--- config.mk ---
export PLATFORM = sky130hd
export DESIGN_NAME = bus_arbiter
export DESIGN_NICKNAME = d
export VERILOG_FILES = /design/src/rtl/bus_arbiter.sv
export SDC_FILE = /design/constraint.sdc
export NUM_CORES = 1
export LEC_CHECK = 0
export BUFFER_PORTS_ARGS = -buffer_cell sky130_fd_sc_hd__buf_2
export CAP_MARGIN = 10
export CORE_MARGIN = 2
export CORE_UTILIZATION = 40
export DETAILED_ROUTE_END_ITERATION = 10
export PLACE_DENSITY = 0.91
export SETUP_SLACK_MARGIN = 0.05
export SYNTH_ARGS = -nofsm -noshare
export SYNTH_HDL_FRONTEND = slang
export SYNTH_SLANG_ARGS = --single-unit
--- constraint.sdc ---
create_clock -name clk -period 2.2 [get_ports clk]
set_input_delay 0.22 -clock clk [delete_from_list [all_inputs] [get_ports clk]]
set_output_delay 0.22 -clock clk [all_outputs]
set_load 0.05 [all_outputs]
--- src/rtl/bus_arbiter.sv ---
// Z80 bus arbiter: lends the CPU bus to a DMA master through the BUSRQ/BUSACK
// handshake, muxes master signals toward memory, stretches DMA strobes with
// forced wait states and guarantees the CPU a minimum run between DMA grants.

package z80_bus_pkg;

  typedef struct packed {
    logic [15:0] addr;
    logic [7:0]  dout;
    logic        mreqn;
    logic        iorqn;
    logic        rdn;
    logic        wrn;
    logic        m1n;
    logic        rfshn;
    logic        inta;
  } Z80MasterBus;

  typedef struct packed {
    logic [7:0] dslave;
    logic       mwait;
  } Z80SlaveBus;

endpackage

module bus_arbiter
  import z80_bus_pkg::*;
#(
  parameter int WAIT_STATES = 1,
  parameter int MIN_CPU_GAP = 4
) (
  input  logic        clk,
  input  logic        rst,
  input  logic        cen,
  input  logic        dma_busrq,
  output logic        dma_busack,
  output logic        dma_wait,
  output logic        cpu_busrqn,
  input  logic        cpu_busackn,
  input  Z80MasterBus cpu_ibus,
  input  Z80MasterBus dma_ibus,
  output Z80MasterBus mem_obus,
  input  Z80SlaveBus  mem_ibus,
  output Z80SlaveBus  cpu_obus,
  output Z80SlaveBus  dma_obus
);

  typedef enum logic [2:0] {
    ST_IDLE,
    ST_REQ,
    ST_GRANT,
    ST_RELEASE,
    ST_GAP
  } state_t;

  state_t     state_q, state_d;
  logic [7:0] gap_cnt_q, gap_cnt_d;
  logic [3:0] wait_cnt_q, wait_cnt_d;
  logic       rdn_hist_q, rdn_hist_d;
  logic       wrn_hist_q, wrn_hist_d;
  logic       dma_busack_q, dma_busack_d;
  logic       cpu_busrqn_q, cpu_busrqn_d;
  logic       strobe_fall;
  Z80MasterBus cpu_quiet;

  // Ownership sequencing and the CPU fairness gap counter.
  always_comb begin
    state_d   = state_q;
    gap_cnt_d = gap_cnt_q;
    if (cen) begin
      case (state_q)
        ST_IDLE: begin
          if (dma_busrq) state_d = ST_REQ;
        end
        ST_REQ: begin
          if (!dma_busrq)       state_d = ST_RELEASE;
          else if (!cpu_busackn) state_d = ST_GRANT;
        end
        ST_GRANT: begin
          if (!dma_busrq) state_d = ST_RELEASE;
        end
        ST_RELEASE: begin
          if (cpu_busackn) begin
            if (MIN_CPU_GAP > 0) begin
              state_d   = ST_GAP;
              gap_cnt_d = 8'(MIN_CPU_GAP);
            end else begin
              state_d = ST_IDLE;
            end
          end
        end
        ST_GAP: begin
          if (gap_cnt_q <= 8'd1) begin
            state_d   = ST_IDLE;
            gap_cnt_d = 8'd0;
          end else begin
            gap_cnt_d = gap_cnt_q - 8'd1;
          end
        end
        default: state_d = ST_IDLE;
      endcase
    end
  end

  // Handshake outputs are decoded from the next state so they flip on the entry edge.
  always_comb begin
    dma_busack_d = (state_d == ST_GRANT);
    cpu_busrqn_d = !((state_d == ST_REQ) || (state_d == ST_GRANT));
  end

  // Strobe falling-edge detection and the forced wait-state counter.
  always_comb begin
    strobe_fall = (rdn_hist_q & ~dma_ibus.rdn) | (wrn_hist_q & ~dma_ibus.wrn);
    rdn_hist_d  = rdn_hist_q;
    wrn_hist_d  = wrn_hist_q;
    wait_cnt_d  = wait_cnt_q;
    if (cen) begin
      rdn_hist_d = dma_ibus.rdn;
      wrn_hist_d = dma_ibus.wrn;
      if ((state_q == ST_GRANT) && (state_d == ST_GRANT)) begin
        if (strobe_fall)            wait_cnt_d = 4'(WAIT_STATES);
        else if (wait_cnt_q != 4'd0) wait_cnt_d = wait_cnt_q - 4'd1;
      end else begin
        wait_cnt_d = 4'd0;
      end
    end
  end

  // State and counter registers with asynchronous reset to an idle, released bus.
  always_ff @(posedge clk or posedge rst) begin
    if (rst) begin
      state_q      <= ST_IDLE;
      gap_cnt_q    <= 8'd0;
      wait_cnt_q   <= 4'd0;
      rdn_hist_q   <= 1'b1;
      wrn_hist_q   <= 1'b1;
      dma_busack_q <= 1'b0;
      cpu_busrqn_q <= 1'b1;
    end else begin
      state_q      <= state_d;
      gap_cnt_q    <= gap_cnt_d;
      wait_cnt_q   <= wait_cnt_d;
      rdn_hist_q   <= rdn_hist_d;
      wrn_hist_q   <= wrn_hist_d;
      dma_busack_q <= dma_busack_d;
      cpu_busrqn_q <= cpu_busrqn_d;
    end
  end

  // Master mux: DMA drives memory only while granted; during handover the CPU is silenced.
  always_comb begin
    cpu_quiet      = cpu_ibus;
    cpu_quiet.rdn  = 1'b1;
    cpu_quiet.wrn  = 1'b1;
    cpu_quiet.inta = 1'b0;
    case (state_q)
      ST_GRANT:   mem_obus = dma_ibus;
      ST_REQ:     mem_obus = cpu_quiet;
      ST_RELEASE: mem_obus = cpu_quiet;
      default:    mem_obus = cpu_ibus;
    endcase
  end

  // Slave responses: read data is shared, the CPU never sees waits while it is off the bus.
  always_comb begin
    cpu_obus.dslave = mem_ibus.dslave;
    cpu_obus.mwait  = (state_q == ST_GRANT) ? 1'b1 : mem_ibus.mwait;
    dma_obus.dslave = mem_ibus.dslave;
    dma_obus.mwait  = 1'b1;
  end

  assign dma_busack = dma_busack_q;
  assign cpu_busrqn = cpu_busrqn_q;
  assign dma_wait   = (state_q == ST_GRANT) && ((wait_cnt_q != 4'd0) || !mem_ibus.mwait);

endmodule

# Word-level counts from Yosys, hierarchy flattened
# Cells that the tools add are included.
[word_totals]
rom_bits = 0
latch_bits = 0
ff_bits = 19
wordCells = 51
in_bits = 76
mem_bits_rw = 0
mem_count = 0
output_inout_bits = 52
[classes]
reduce_logical = 12
bitwise_logic = 5
shifts = 0
n_mux = 16
n_div = 0
order_cmp = 1
n_eq_ne = 8
n_addsub = 2
n_mul = 0
[op_table]
columns = ["op", "count"]
rows = [
  ["$pmux 31 s2", 1],
  ["$mux 3", 7],
  ["$mux 8", 2],
  ["$pmux 8 s2", 1],
  ["$pmux 3 s5", 1],
  ["$mux 4", 3],
  ["$eq 3x2->1 const B", 3],
  ["$le 8x1->1 const B", 1],
  ["$sub 8x1->8 const B", 1],
  ["$eq 3x1->1 const B", 2],
  ["$reduce_bool 4->1", 1],
  ["$sub 4x1->4 const B", 1],
  ["$eq 3x3->1 const B", 1],
  ["$logic_not 3->1", 1],
  ["$ne 3x2->1 const B", 1],
  ["$reduce_and 3->1", 1],
  ["$and 1x1->1", 2],
  ["$logic_and 1x1->1", 2],
  ["$logic_not 1->1", 2],
  ["$logic_or 1x1->1", 2],
  ["$ne 2x2->1 const B", 1],
  ["$not 1->1", 2],
  ["$reduce_and 2->1", 1],
  ["$reduce_bool 2->1", 1],
  ["other kinds (3)", 3],
]

# Depth between registers and ports, before layout
# Gate-level depths: netlist (run 1).
[logic_depth]
word_depth = 8
mapped_depth = 6
mapped_depth_nobuf = 6

# Least setup slack after synthesis (run 1)
# No wires, ideal clock.
[synth_timing]
kind = "register -> output"
start = "register state_q[0]"
end = "output dma_wait"
setup_slack_ps = -219
arrival_ps = 2199
required_time_ps = 1980
stages_incl_launch_ff = 5
n_path_buf = 2
path_cell_list = "dfrtp_1 buf_2 nor3b_4 buf_2 a21boi_0"
[synth_between]
elab_chain_len = 2
[synth_rtl]
columns = ["element", "line", "text"]
rows = [
  ["start: declaration", "56", "state_t state_q, state_d;"],
  ["start signal: assignment", "140", "state_q <= state_d;"],
  ["$eq 3x2->1", "174", "assign dma_wait = (state_q == ST_GRANT) && ((wait_cnt_q != 4'd0) || !mem_ibus.mwait);"],
  ["$logic_and 1x1->1", "174", ""],
  ["end: declaration", "37", "output logic dma_wait,"],
]
# Every way passes these cells.

==> impl_metrics.prom, run 1 <==
# TYPE chip_impl_metric gauge
chip_impl_metric{name="maximum_net_fanout_on_the_critical_path",unit=""} 24
chip_impl_metric{name="cp_data_arrival_time",unit="ps"} 1820
chip_impl_metric{name="fin_crit",unit="ps"} 2040
chip_impl_metric{name="h-tree-depth",unit=""} 1
chip_impl_metric{name="finalHoldViolCount",unit=""} 0
chip_impl_metric{name="seq_power_share",unit="%"} 25.9
chip_impl_metric{name="detailedPlacementHpwl",unit="µm"} 3670
chip_impl_metric{name="timing.max_cap.violations",unit=""} 0
chip_impl_metric{name="synth_area_per_cell",unit="µm²"} 9.21
chip_impl_info{name="clock_tree.root_cell",value="sky130_fd_sc_hd__clkbuf_8"} 1
chip_impl_metric{name="power.ir.vdd_worst",unit="mV"} 0.573
chip_impl_metric{name="net-switching-power",unit="mW"} 1.14
chip_impl_metric{name="clock_path_buffers",unit=""} 2
chip_impl_metric{name="p_int",unit="mW"} 1.06
chip_impl_metric{name="die_h",unit="µm"} 69.1
chip_impl_metric{name="finalSetupTns",unit="ps"} 0
chip_impl_metric{name="first_pass_iters",unit=""} 4
chip_impl_metric{name="port_buffers",unit=""} 102
chip_impl_info{name="clock_tree_from_tritoncts",value="yes"} 1
chip_impl_metric{name="num_rows",unit=""} 23
chip_impl_metric{name="part_of_the_power_in_combinational_logic",unit="%"} 62.6
chip_impl_metric{name="cts.clk_slew.worst_paths",unit="ps"} 80
chip_impl_metric{name="final_max_slew_viol_count",unit=""} 0
chip_impl_metric{name="crit_required",unit="ps"} 1980
chip_impl_info{name="rsz0062_at_grt",value="false"} 1
chip_impl_info{name="cell_breakdown_of_the_critical_path",value="nor3b_4 > buf_6 > mux2_2 > buf_2"} 1
chip_impl_metric{name="critical_path.max_stage_delay",unit="ps"} 480
chip_impl_metric{name="wl_per_cell",unit="µm"} 14.3
chip_impl_metric{name="viasPerCell",unit=""} 5.30
chip_impl_metric{name="clock_power_share",unit="%"} 11.5
chip_impl_metric{name="route.antenna.remaining_nets",unit=""} 0
chip_impl_metric{name="worst_reg_to_reg_path_cell_count",unit=""} 5
chip_impl_info{name="beginning_of_the_worst_register_to_register_path",value="gap_cnt_q[0]"} 1
chip_impl_metric{name="critical_path.n_buffers_inverters",unit=""} 2
chip_impl_metric{name="yosysUniqueCellTypes",unit=""} 47
chip_impl_metric{name="antennaDiodeCount",unit=""} 0
chip_impl_metric{name="maxSlewHeadroom",unit="%"} 50.8
chip_impl_metric{name="synth.cell_area",unit="µm²"} 1700
chip_impl_metric{name="grt_max_degree",unit=""} 25
chip_impl_metric{name="wl",unit="µm"} 4550
chip_impl_metric{name="yosysSeqAreaShare",unit="%"} 28.3
chip_impl_metric{name="synthCells",unit=""} 184
chip_impl_metric{name="drc_errors",unit=""} 0
chip_impl_info{name="timing.critical_path.slowest_stage_cell",value="sky130_fd_sc_hd__dfrtp_1"} 1
chip_impl_metric{name="ys_ff_latch",unit=""} 19
chip_impl_metric{name="grt_pass1_wl",unit="µm"} 7290
chip_impl_metric{name="layout-drive-gt1-share",unit="%"} 55.0
chip_impl_metric{name="number_of_enable_flip_flop_cells_after_synthesis",unit=""} 0
chip_impl_metric{name="r2r_slack",unit="ps"} 440
chip_impl_metric{name="finalSetupViolCount",unit=""} 0
chip_impl_info{name="worst_r2r_endpoint",value="cpu_busrqn"} 1
chip_impl_metric{name="max_freq",unit="MHz"} 491
chip_impl_info{name="synth_top_flop_cell",value="sky130_fd_sc_hd__dfrtp_1"} 1
chip_impl_metric{name="power_density",unit="nW/µm²"} 1010
chip_impl_metric{name="layout_worst_path_cycle_share",unit="%"} 92.7
chip_impl_metric{name="floorplan.die_area",unit="µm²"} 4780
chip_impl_metric{name="design.portCount",unit=""} 128
chip_impl_info{name="worstSetupEndpointType",value="output pin"} 1
chip_impl_metric{name="report.power.total",unit="mW"} 2.20
chip_impl_metric{name="core_region_area",unit="µm²"} 4030
chip_impl_metric{name="clock_insertion_delay_worst_skew",unit="ps"} 260
chip_impl_metric{name="layout.core_utilization",unit="%"} 54.1
chip_impl_info{name="worstHoldPathType",value="input port to asynchronous set/reset pin"} 1
chip_impl_metric{name="chipWidth",unit="µm"} 69.1
chip_impl_metric{name="start_util",unit="%"} 42.1
chip_impl_metric{name="cts_made_buffers",unit=""} 3
chip_impl_metric{name="postSynth.asyncResetShare",unit="%"} 100
chip_impl_info{name="timing.critical_path.max_delay_family",value="flip-flops"} 1
chip_impl_metric{name="finalClockSkew",unit="ps"} 4.20
chip_impl_metric{name="synth.net_count",unit=""} 263
chip_impl_metric{name="num-nets-final",unit=""} 349
chip_impl_metric{name="worstMarginPinSlew",unit="ps"} 737
chip_impl_metric{name="via_count_of_the_first_global_routing_pass",unit=""} 1628
chip_impl_metric{name="grt_antenna_before_repair",unit=""} 0
chip_impl_info{name="run_status",value="finished clean"} 1
chip_impl_info{name="timing.critical_path.from_type",value="flop"} 1
chip_impl_metric{name="route.vias.total",unit=""} 1692
chip_impl_metric{name="syn2layout_area_growth",unit="%"} 28.6
chip_impl_metric{name="p_sw_share",unit="%"} 51.7
chip_impl_metric{name="leakagePower",unit="nW"} 1.08
chip_impl_metric{name="detail_route.iter0.violations",unit=""} 104
chip_impl_metric{name="final.setup.worst_slack",unit="ps"} 161
chip_impl_info{name="criticalPathCategory",value="flop to output pin"} 1
chip_impl_metric{name="dp_worst_setup_slack",unit="ps"} 381
chip_impl_metric{name="global_route.usage.total",unit="%"} 18.1
chip_impl_metric{name="cts_num_sinks",unit=""} 19
chip_impl_metric{name="ys_warn_count",unit=""} 0
chip_impl_metric{name="place.gp.congestion",unit=""} 0.840
chip_impl_metric{name="grt_overflow",unit=""} 0
## state kept, by name (all words and copies together) (netlist names)
signal	cells
dma_busack	1
rdn_hist_q	1
wrn_hist_q	1
state_q	3
cpu_busrqn	1
wait_cnt_q	4
gap_cnt_q	8
## cells in the final DEF, fill, tap and decap left out, types with 2 or more instances in the layout
cell type / synthesis / routed
sky130_fd_sc_hd__buf_2: 6 / 102
sky130_fd_sc_hd__mux2_2: 30 / 30
sky130_fd_sc_hd__dfrtp_1: 16 / 16
sky130_fd_sc_hd__nand2_1: 12 / 12
sky130_fd_sc_hd__inv_1: 9 / 9
sky130_fd_sc_hd__o21ai_0: 9 / 9
sky130_fd_sc_hd__nor2_1: 8 / 8
sky130_fd_sc_hd__nand3_1: 5 / 5
sky130_fd_sc_hd__o21ai_1: 4 / 4
sky130_fd_sc_hd__nor3_1: 4 / 4
sky130_fd_sc_hd__a21oi_1: 4 / 4
sky130_fd_sc_hd__o22a_1: 4 / 4
sky130_fd_sc_hd__nor2b_1: 4 / 4
sky130_fd_sc_hd__a31oi_1: 3 / 3
sky130_fd_sc_hd__o2111ai_1: 3 / 3
sky130_fd_sc_hd__a22o_1: 3 / 3
sky130_fd_sc_hd__ha_1: 3 / 3
sky130_fd_sc_hd__clkbuf_8: 0 / 3
sky130_fd_sc_hd__dfstp_2: 3 / 3
sky130_fd_sc_hd__buf_4: 18 / 3
sky130_fd_sc_hd__nor3b_4: 2 / 2
sky130_fd_sc_hd__nand2b_1: 2 / 2
sky130_fd_sc_hd__nand3b_1: 2 / 2
sky130_fd_sc_hd__and2_1: 2 / 2
sky130_fd_sc_hd__o211ai_1: 2 / 2
sky130_fd_sc_hd__mux2i_1: 2 / 2
sky130_fd_sc_hd__nor4_1: 2 / 2
## stage by stage
stage	cells	cell area (µm²)	hold slack [ps]
after floorplan	184	1700	169
after CTS	319	2180	104
after global routing	319	2180	142
after global placement	315	2130	379
final	319	2180	66.5
after detailed placement	315	2130	391
## worst register-to-register path, stage by stage (launching register included)
cell and delay [ps]:
sky130_fd_sc_hd__dfrtp_1 440, sky130_fd_sc_hd__inv_1 70, sky130_fd_sc_hd__ha_1 270, sky130_fd_sc_hd__o211ai_1 540, sky130_fd_sc_hd__o2bb2ai_1 230, sky130_fd_sc_hd__o21bai_1 150
## kinds of logic after synthesis
family	share of synthesized area (%)
and+or+nand+nor	18.7
AOI/OAI and AO/OA	17.6
buffers and inverters	12.0
muxes	21.1
DFF	28.3
adders and majority gates	2.21
other	0.221
## power groups by stage
stage | Combinational, mW | Sequential [mW] | Clock (mW)
2_1_floorplan | 1.16 | 0.563 | 0
3_3_place_gp | 1.33 | 0.565 | 0
3_5_place_dp | 1.37 | 0.575 | 0
4_1_cts | 1.37 | 0.569 | 0.258
5_1_grt | 1.48 | 0.590 | 0.276
6_report | 1.38 | 0.571 | 0.252
## area by class of cell
class,count,area (µm²)
Timing Repair Buffer,106,544
Inverter,9,33.8
Fill cell,351,1850
Sequential cell,19,479
Multi-Input combinational cell,131,1010
Clock inverter,1,5.00
Clock buffer,3,41.3
Tap cell,50,62.6
## synthesized netlist by cell type (4+ instances only)
library cell	n	area, µm²
sky130_fd_sc_hd__buf_4	18	135
sky130_fd_sc_hd__nand3_1	5	25.0
sky130_fd_sc_hd__o21ai_1	4	20.0
sky130_fd_sc_hd__buf_2	6	30.0
sky130_fd_sc_hd__nor2b_1	4	25.0
sky130_fd_sc_hd__nor3_1	4	20.0
sky130_fd_sc_hd__a21oi_1	4	20.0
sky130_fd_sc_hd__nand2_1	12	45.0
sky130_fd_sc_hd__dfrtp_1	16	400
sky130_fd_sc_hd__nor2_1	8	30.0
sky130_fd_sc_hd__inv_1	9	33.8
sky130_fd_sc_hd__o21ai_0	9	45.0
sky130_fd_sc_hd__o22a_1	4	35.0
sky130_fd_sc_hd__mux2_2	30	338
## per-layer routing
| metal | global-route usage (%) | vias to the layer above | routed length [µm] |
|---|---|---|---|
| met5 | 0 | - | 0 |
| met2 | 33.3 | 52 | 2370 |
| li1 | - | 823 | - |
| met4 | 3.27 | 0 | 29 |
| met1 | 21.5 | 810 | 1910 |
| met3 | 4.24 | 7 | 246 |
## how the worst max path moves through the flow
stage,to,slack [ps],cells after the start,from
2_1_floorplan,dma_wait,140,4,state_q[0]
3_3_place_gp,mem_obus[13],450,4,state_q[2]
3_5_place_dp,mem_obus[8],380,4,state_q[2]
4_1_cts,mem_obus[8],80,4,state_q[2]
5_1_grt,mem_obus[8],70,4,state_q[2]
6_report,mem_obus[8],160,4,state_q[2]
## timing repair
action | in CTS | in global routing
setup endpoints to repair | 0 | 24
setup buffers | 0 | 0
gates resized for setup | 0 | 1
hold buffers | 0 | 0
Power figures use the tool's default switching activity.
==> run 2, diff against run 1 <==
- HOLD_SLACK_MARGIN: default -> 0.15
- REMOVE_ABC_BUFFERS: default -> 1
==> impl_metrics.prom, run 2 (synthesis gave the netlist of run 1 again) <==
# TYPE chip_impl_metric gauge
chip_impl_metric{name="layout_worst_path_cycle_share",unit="%"} 92.6
chip_impl_metric{name="power_density",unit="nW/µm²"} 995
chip_impl_metric{name="via_count_of_the_first_global_routing_pass",unit=""} 1696
chip_impl_metric{name="route.vias.total",unit=""} 1689
chip_impl_info{name="timing.critical_path.from_type",value="flop"} 1
chip_impl_metric{name="route.met2.wl",unit="µm"} 2510
chip_impl_metric{name="finalSetupViolCount",unit=""} 0
chip_impl_metric{name="cts_num_sinks",unit=""} 19
chip_impl_info{name="max_flop_register",value="gap_cnt_q"} 1
chip_impl_metric{name="detailedPlacementHpwl",unit="µm"} 3800
chip_impl_metric{name="cp_data_arrival_time",unit="ps"} 1820
chip_impl_metric{name="syn2layout_area_growth",unit="%"} 28.8
chip_impl_info{name="criticalPathCategory",value="flop to output pin"} 1
chip_impl_info{name="worstSetupEndpointType",value="output pin"} 1
chip_impl_metric{name="viasPerCell",unit=""} 5.29
chip_impl_metric{name="antennaDiodeCount",unit=""} 0
chip_impl_metric{name="start_util",unit="%"} 42.1
chip_impl_metric{name="clock_insertion_delay_worst_skew",unit="ps"} 260
chip_impl_metric{name="maxSlewHeadroom",unit="%"} 53.4
chip_impl_metric{name="postCtsSetupBuffers",unit=""} 0
chip_impl_metric{name="power.ir.vdd_worst",unit="mV"} 0.564
chip_impl_metric{name="design.portCount",unit=""} 128
chip_impl_info{name="worstHoldPathType",value="input port to flop"} 1
chip_impl_metric{name="wl",unit="µm"} 4650
chip_impl_info{name="final_cell_mix",value="sky130_fd_sc_hd__buf_2, sky130_fd_sc_hd__mux2_2, sky130_fd_sc_hd__dfrtp_1"} 1
chip_impl_info{name="run_status",value="finished clean"} 1
chip_impl_metric{name="first_pass_iters",unit=""} 4
chip_impl_metric{name="layout-drive-gt1-share",unit="%"} 55.0
chip_impl_info{name="largestRegisters",value="gap_cnt_q: 8 flops, wait_cnt_q: 4 flops, state_q: 3 flops"} 1
chip_impl_metric{name="floorplan.die_area",unit="µm²"} 4780
chip_impl_metric{name="h-tree-depth",unit=""} 1
chip_impl_metric{name="holdWs",unit="ps"} 248
chip_impl_info{name="mostFrequentLayoutCell",value="sky130_fd_sc_hd__buf_2"} 1
chip_impl_metric{name="layout.core_utilization",unit="%"} 54.2
chip_impl_metric{name="wl_per_cell",unit="µm"} 14.6
chip_impl_metric{name="num_rows",unit=""} 23
chip_impl_metric{name="global_route.usage.total",unit="%"} 18.8
chip_impl_metric{name="detailroute.wirelength.met3",unit="µm"} 321
chip_impl_metric{name="grt_antenna_before_repair",unit=""} 0
chip_impl_metric{name="finalHoldViolCount",unit=""} 0
chip_impl_metric{name="finalSetupTns",unit="ps"} 0
chip_impl_metric{name="grt_pass1_wl",unit="µm"} 7470
chip_impl_metric{name="fin_crit",unit="ps"} 2040
chip_impl_metric{name="core_region_area",unit="µm²"} 4030
chip_impl_info{name="clock_tree.root_cell",value="sky130_fd_sc_hd__clkbuf_8"} 1
chip_impl_info{name="clock_tree_from_tritoncts",value="yes"} 1
chip_impl_metric{name="drc_errors",unit=""} 0
chip_impl_metric{name="detail_route.iter0.violations",unit=""} 34
chip_impl_metric{name="timing.max_cap.violations",unit=""} 0
chip_impl_metric{name="cts_made_buffers",unit=""} 3
chip_impl_metric{name="num-nets-final",unit=""} 349
chip_impl_metric{name="place.gp.congestion",unit=""} 0.844
chip_impl_metric{name="maximum_net_fanout_on_the_critical_path",unit=""} 14
chip_impl_metric{name="route.antenna.remaining_nets",unit=""} 0
chip_impl_info{name="route.top_layer_used",value="met4"} 1
chip_impl_metric{name="port_buffers",unit=""} 102
chip_impl_metric{name="final_max_slew_viol_count",unit=""} 0
chip_impl_metric{name="fillerInstances",unit=""} 356
chip_impl_metric{name="die_h",unit="µm"} 69.1
chip_impl_metric{name="leakagePower",unit="nW"} 1.08
chip_impl_metric{name="grt_max_degree",unit=""} 21
chip_impl_metric{name="cts.clk_slew.worst_paths",unit="ps"} 70
chip_impl_metric{name="finalClockSkew",unit="ps"} 4.88
chip_impl_metric{name="worstMarginPinSlew",unit="ps"} 698
chip_impl_metric{name="largest_reg_flops",unit=""} 8
chip_impl_info{name="rsz0062_at_grt",value="false"} 1
chip_impl_metric{name="chipWidth",unit="µm"} 69.1
chip_impl_metric{name="routedLengthMet1",unit="µm"} 1790
chip_impl_metric{name="grt_overflow",unit=""} 0
chip_impl_metric{name="clock_path_buffers",unit=""} 2
chip_impl_metric{name="max_freq",unit="MHz"} 491
chip_impl_metric{name="crit_required",unit="ps"} 1980
run 2: final cells by class:
cell class | instances | area, µm² | area share, %
clock buffers | 3 | 41.3 | 1.89
clock inverters | 1 | 5.00 | 0.229
inverters | 9 | 33.8 | 1.55
multi-input cells | 131 | 1010 | 46.4
flip-flops and latches | 19 | 480 | 22.0
well taps | 50 | 62.6 | 2.87
repair buffers | 106 | 547 | 25.0
run 2: per-layer routing:
metal	global-route usage (%)	vias up
li1	-	822
met4	5.66	0
met1	20.1	779
met5	0	-
met2	34.4	82
met3	6.43	6
run 2: what timing repair did:
item	CTS	global route
hold buffers	1	0
gates resized for setup	0	2
endpoints found under the setup margin	0	20
hold endpoints to repair	16	0
run 2: where the power goes:
part / internal, mW / switching [mW]
combinational: 0.470 / 0.852
clock: 0.126 / 0.122
sequential: 0.456 / 0.147
run 2: worst paths after layout:
kind	depth (start not counted)	startpoint	endpoint	slack (ps)
setup / recovery	4	state_q[0]	mem_obus[18]	160
hold / removal	2	dma_ibus[4]	rdn_hist_q	250
setup reg to reg	5	gap_cnt_q[0]	cpu_busrqn	490
hold reg to reg	1	gap_cnt_q[7]	gap_cnt_q[7]	490
max in group asynchronous	3	rst	state_q[0]	1110
min in group asynchronous	3	rst	wait_cnt_q[3]	600
run 2: critical path: stages, from the launching register on:
cell and delay (ps):
sky130_fd_sc_hd__dfrtp_2 490, sky130_fd_sc_hd__nor3b_4 240, sky130_fd_sc_hd__buf_4 240, sky130_fd_sc_hd__mux2_2 360
sky130_fd_sc_hd__buf_2 210
run 2: through the flow:
stage	power [mW]	cell area (µm²)	setup slack (ps)	std cells
after floorplan	1.60	1530	-750	159
after global placement	1.88	2120	412	314
after detailed placement	1.92	2120	361	314
after CTS	2.17	2180	63.9	319
after global routing	2.31	2180	90.9	319
final	2.17	2180	162	319
